--- config.mk ---
export PLATFORM = sky130hd
export DESIGN_NAME = gcd_lcm_arbiter
export DESIGN_NICKNAME = d
export VERILOG_FILES = /design/src/rtl/gcd_lcm_arbiter.sv
export SDC_FILE = /design/constraint.sdc
export NUM_CORES = 1
export LEC_CHECK = 0
export ABC_AREA = 1
export CAP_MARGIN = 10
export CORE_MARGIN = 2
export CORE_UTILIZATION = 48
export CTS_CLUSTER_DIAMETER = 120
export DETAILED_ROUTE_END_ITERATION = 6
export GPL_ROUTABILITY_DRIVEN = 0
export PLACE_DENSITY = 0.86
export REMOVE_ABC_BUFFERS = 1
export SYNTH_ARGS = -nofsm -noshare
export SYNTH_HDL_FRONTEND = slang
export SYNTH_SLANG_ARGS = --single-unit
--- constraint.sdc ---
create_clock -name clk -period 7.56 [get_ports clk]
set_input_delay 1.134 -clock clk [delete_from_list [all_inputs] [get_ports clk]]
set_output_delay 1.134 -clock clk [all_outputs]
set_load 0.03 [all_outputs]
--- src/rtl/gcd_lcm_arbiter.sv ---
// -----------------------------------------------------------------------------
// gcd_lcm_arbiter
//
// Shares one iterative GCD/LCM compute unit between NREQ requesters.
// Requests are granted round-robin. The granted requester's op and operands
// are latched and presented to the unit, whose start level is held until it
// reports done. The result then goes back to the granted requester as a
// one-cycle strobe. Zero operands are rejected without starting the unit, and
// a watchdog aborts a unit that never finishes, so the bus can never hang.
//
// Parameters
//   NREQ     number of requesters (2..8)
//   W        operand / result width
//   TIMEOUT  maximum cycles spent in RUN before the operation is aborted (>=2)
//
// Ports
//   clk         clock, rising edge
//   reset       asynchronous, active-high reset
//   req         per-requester request level, held until own rsp_valid
//   req_op      per-requester op: 0 = GCD, 1 = LCM
//   req_x       packed x operands, requester i at [i*W +: W]
//   req_y       packed y operands, same packing as req_x
//   rsp_valid   one-cycle one-hot response strobe
//   rsp_result  result, valid with rsp_valid (0 otherwise)
//   rsp_err     1 = zero operand or timeout, valid with rsp_valid (0 otherwise)
//   u_start     start level to the unit (high for the whole of RUN)
//   u_op        op to the unit (latched copy)
//   u_x         x operand to the unit (latched copy)
//   u_y         y operand to the unit (latched copy)
//   u_clr       one-cycle synchronous clear pulse to the unit
//   u_done      unit done, combinational, one cycle
//   u_result    unit result, valid when u_done = 1
//   busy        high in any state other than IDLE
// -----------------------------------------------------------------------------
module gcd_lcm_arbiter #(
    parameter int NREQ    = 4,
    parameter int W       = 8,
    parameter int TIMEOUT = 1023
) (
    input  logic              clk,
    input  logic              reset,
    input  logic [NREQ-1:0]   req,
    input  logic [NREQ-1:0]   req_op,
    input  logic [NREQ*W-1:0] req_x,
    input  logic [NREQ*W-1:0] req_y,
    output logic [NREQ-1:0]   rsp_valid,
    output logic [W-1:0]      rsp_result,
    output logic              rsp_err,
    output logic              u_start,
    output logic              u_op,
    output logic [W-1:0]      u_x,
    output logic [W-1:0]      u_y,
    output logic              u_clr,
    input  logic              u_done,
    input  logic [W-1:0]      u_result,
    output logic              busy
);

    localparam int IDW = $clog2(NREQ);
    // The counter only has to reach TIMEOUT-1 before RUN is left.
    localparam int CW  = (TIMEOUT > 2) ? $clog2(TIMEOUT) : 1;

    localparam logic [IDW-1:0] LAST_RST = IDW'(NREQ - 1);
    localparam logic [CW-1:0]  CNT_LAST = CW'(TIMEOUT - 1);

    typedef enum logic [1:0] {
        IDLE  = 2'd0,
        RUN   = 2'd1,
        ABORT = 2'd2,
        RESP  = 2'd3
    } state_t;

    state_t          state_q;
    state_t          state_d;
    logic [IDW-1:0]  last_q;
    logic [IDW-1:0]  id_q;
    logic            op_q;
    logic [W-1:0]    x_q;
    logic [W-1:0]    y_q;
    logic [W-1:0]    res_q;
    logic            err_q;
    logic [CW-1:0]   cnt_q;

    logic [IDW-1:0]  gnt_id;
    logic            gnt_op;
    logic [W-1:0]    gnt_x;
    logic [W-1:0]    gnt_y;
    logic            gnt_zero;
    logic            any_req;

    // Round-robin pick: the requester closest after 'last' (wrapping) wins.
    // Distance is measured with constant loop indices so no run-time index
    // into the request vector is needed.
    function automatic logic [IDW-1:0] rr_pick(input logic [IDW-1:0] last,
                                               input logic [NREQ-1:0] r);
        logic [IDW-1:0] pick;
        int             best_d;
        int             d;
        pick   = '0;
        best_d = NREQ;
        for (int i = 0; i < NREQ; i++) begin
            d = (i + NREQ - int'(last) - 1) % NREQ;
            if (r[i] && (d < best_d)) begin
                best_d = d;
                pick   = IDW'(i);
            end
        end
        return pick;
    endfunction

    assign any_req = |req;
    assign gnt_id  = rr_pick(last_q, req);

    // Mux the granted requester's op and operands.
    always_comb begin
        gnt_op = 1'b0;
        gnt_x  = '0;
        gnt_y  = '0;
        for (int i = 0; i < NREQ; i++) begin
            if (gnt_id == IDW'(i)) begin
                gnt_op = req_op[i];
                gnt_x  = req_x[i*W +: W];
                gnt_y  = req_y[i*W +: W];
            end
        end
    end

    assign gnt_zero = (gnt_x == '0) || (gnt_y == '0);

    // Next-state logic. In RUN, u_done is checked before the watchdog so a
    // unit that finishes on the last allowed cycle still delivers its result.
    always_comb begin
        state_d = state_q;
        case (state_q)
            IDLE: begin
                if (any_req) begin
                    state_d = gnt_zero ? RESP : RUN;
                end
            end
            RUN: begin
                if (u_done) begin
                    state_d = RESP;
                end else if (cnt_q == CNT_LAST) begin
                    state_d = ABORT;
                end
            end
            ABORT:   state_d = RESP;
            RESP:    state_d = IDLE;
            default: state_d = IDLE;
        endcase
    end

    // State, latched request and response registers.
    always_ff @(posedge clk or posedge reset) begin
        if (reset) begin
            state_q <= IDLE;
            last_q  <= LAST_RST;
            id_q    <= '0;
            op_q    <= 1'b0;
            x_q     <= '0;
            y_q     <= '0;
            res_q   <= '0;
            err_q   <= 1'b0;
            cnt_q   <= '0;
        end else begin
            state_q <= state_d;
            case (state_q)
                IDLE: begin
                    if (any_req) begin
                        id_q  <= gnt_id;
                        op_q  <= gnt_op;
                        x_q   <= gnt_x;
                        y_q   <= gnt_y;
                        cnt_q <= '0;
                        res_q <= '0;
                        // A zero operand goes straight to RESP as an error.
                        err_q <= gnt_zero;
                    end
                end
                RUN: begin
                    cnt_q <= cnt_q + 1'b1;
                    if (u_done) begin
                        res_q <= u_result;
                        err_q <= 1'b0;
                    end
                end
                ABORT: begin
                    res_q <= '0;
                    err_q <= 1'b1;
                end
                RESP: begin
                    last_q <= id_q;
                end
                default: ;
            endcase
        end
    end

    // Unit interface: the unit only ever sees the latched copies, so
    // requester-side changes after the grant have no effect.
    assign u_start = (state_q == RUN);
    assign u_clr   = (state_q == ABORT);
    assign u_op    = op_q;
    assign u_x     = x_q;
    assign u_y     = y_q;
    assign busy    = (state_q != IDLE);

    // Response strobe to the granted requester; result/err are forced to 0
    // outside RESP.
    always_comb begin
        rsp_valid = '0;
        for (int i = 0; i < NREQ; i++) begin
            rsp_valid[i] = (state_q == RESP) && (id_q == IDW'(i));
        end
    end

    assign rsp_result = (state_q == RESP) ? res_q : '0;
    assign rsp_err    = (state_q == RESP) ? err_q : 1'b0;

endmodule

==> flow_summary.toml <==
[yosys]
yosysUniqueCellTypes = 35
synth_largest_area_cell = "dfrtp_1"
synth_cells = 443
synth_ff_type = "dfrtp_1"
ys_warn_count = 0
synth-seq-cells = 42
synth_top_cells_by_count = "97 x nand2_1, 57 x nor2_1, 56 x inv_1"
synthArstFlopShare_pct = 100
ys_top_cells_by_area = "dfrtp_1 33%, nand2_1 12%, nand4_1 8.6%"
ys_seq_area_share_pct = 34.3
yosysMostFrequentCell = "nand2_1"
avgSynthCellArea_sq_um = 6.93
syn_area_sq_um = 3070
synth-edff-count = 0
yosysTopAreaCellShare_pct = 32.6

[timing]
min_period_ns = 5.40
timing.final.max_slew_violations = 0
setup_ws_ns = 2.16
clock.fmax_mhz = 185
skew_ns = 0.0107
worst_pin_slew_ns = 0.966
setup_viol = 0
timing.final.crit_share_pct = 71.4
slew_headroom_pct = 35.5
setup_tns_ns = 0
rsz0062_at_grt = "no"
finalHoldViolCount = 0

[critical_path]
start_kind = "flop"
crit_required_ns = 7.81
cpMostUsedCell = "nand2_1"
cpPeakStageDelay_ns = 0.61
path_class = "reg2reg"
cpMaxStageDelayCell = "dfstp_2"
worst_ep_arrival_time_ns = 5.64
crit_path_end_kind = "flop"
critPathMaxFanout = 37

[power]
p_total_mw = 1.70
power_density_nw_per_um2 = 395
ir_worst_vdd_v = 0.000256
power.leakage_nw = 2.07

[clock_tree]
tritoncts = "done"
numCtsBuffers = 5
cts_sinks = 42
post_cts_resized = 0
clock_path_buffers = 2
insertion_delay_ns = 0.30
ctsHoldBuffers = 0
cts_setup_buffers = 0
cts-root-buf = "clkbuf_8"
cts-htree-levels = 2
clkTransAtPathRegs_ns = 0.09

[die]
coreArea_sq_um = 6280
fp.dieH_microns = 84.0
die_w_microns = 84.0
rows = 29
start_util_pct = 48.9
io_pins = 116
die_area_sq_um = 7050

[routing]
ant_nets = 0
viasPerCell = 5.40
first_pass_iters = 7
drt-total-wl_microns = 8890
wl_per_cell_microns = 14.3
drt_iter0_drc = 245
drc = 1
vias = 3364

[run_status]
violations = "design-rule violations"
status = "finished with violations"

[grt]
overflow = 0
grt_pass1_vias = 3232
grt_antenna_before_repair = 0
grt_pass1_wl_microns = 14700
grt_start_max_net_pins = 43
grt_usage_pct = 25.6

[place]
dpl.hpwl_microns = 6650
io_buffers = 115
dpl_worst_slack_ns = 2.00
placed_cell_area_sq_um = 4210

[layout]
antenna_cells = 0
drive_gt1_share_pct = 5.13
area_delta_synth_final_pct = 40.0
num-fill-cells = 533
layout.nets = 646
fin_util_pct = 68.5
fin_area_sq_um = 4300

[job]
max_cap_viol_count = 0

[min_path]
min_path_type = "reg2reg"
==> flip-flops by register name, indices dropped and copies added, names as in the netlist, 2 cells and up <==
register and count:
last_q 2, state_q 2, u_x 8, res_q 8, u_y 8, cnt_q 10
id_q 2
==> metrics by stage <==
step           hold WS [ns]  instances
2_1_floorplan         0.449        422
3_3_place_gp          0.461        615
3_5_place_dp          0.469        615
4_1_cts               0.490        623
5_1_grt               0.512        623
6_report              0.485        623
==> layer usage <==
layer / global-route usage [%] / share of wire, %
met1: 32.8 / 42
met2: 42.5 / 46
met3: 6.23 / 9.9
met4: 8.50 / 2.7
met5: 0 / 0
==> critical path: cells and delay by family (launching register included) <==
family / cells / cell delay, ns
AND/OR/NAND/NOR: 22 / 2.44
adder cells (fa/ha/maj): 4 / 1.09
AO/OA/AOI/OAI: 4 / 0.85
flip-flops: 1 / 0.61
buffers and inverters: 2 / 0.34
==> worst paths after layout <==
check / start / endpoint / slack, ns / cells after the start
min: u_op / u_op / 0.49 / 1
min reg2reg: u_op / u_op / 0.49 / 1
max reg2reg: last_q[0] / err_q / 2.16 / 32
min in group asynchronous: reset / state_q[1] / 1.26 / 3
max in group asynchronous: reset / last_q[1] / 5.91 / 3
max: last_q[0] / err_q / 2.16 / 32
==> final cells by class <==
class                   count  area (sq um)  area share [%]
flip-flops and latches     42          1050            24.5
repair buffers            116          1160            27.0
well taps                  77          96.3            2.24
multi-input cells         318          1660            38.7
clock inverters             3          21.3           0.495
clock buffers               5          68.8            1.60
inverters                  62           238            5.53
==> power breakdown <==
| part | switching, mW | internal [mW] |
|---|---|---|
| combinational | 0.760 | 0.404 |
| sequential | 0.0619 | 0.322 |
| clock | 0.0862 | 0.0650 |
| total | 0.908 | 0.791 |
==> cell usage in the layout (no fill, tap or decap), drive strengths merged <==
cell type,n
xnor2,1
o211ai,1
inv,61
a21boi,1
or2,1
nand2,105
clkinvlp,1
conb,1
nand3b,1
clkbuf,5
buf,1
nand3,31
a41oi,1
clkdlybuf4s50,115
nor3,4
a21oi,9
ha,18
dfrtp,40
dfstp,2
a31oi,1
nor2,58
clkinv,3
a22oi,1
nand4,42
a211oi,1
a21o,1
nor4,1
o21ai,39
==> logic make-up (layout without fill, tap and decap cells) <==
| logic type | count (synthesis) | count (layout) | synth area share [%] |
|---|---|---|---|
| and+or+nand+nor | 243 | 243 | 36.8 |
| buffers and inverters | 83 | 186 | 11.6 |
| AOI/OAI and AO/OA | 55 | 55 | 9.54 |
| DFF | 42 | 42 | 34.3 |
| adders and majority gates | 18 | 18 | 7.34 |
| other | 1 | 1 | 0.122 |
| xor gates and xnor gates | 1 | 1 | 0.285 |
No activity file was read; power rests on OpenSTA's default activity.
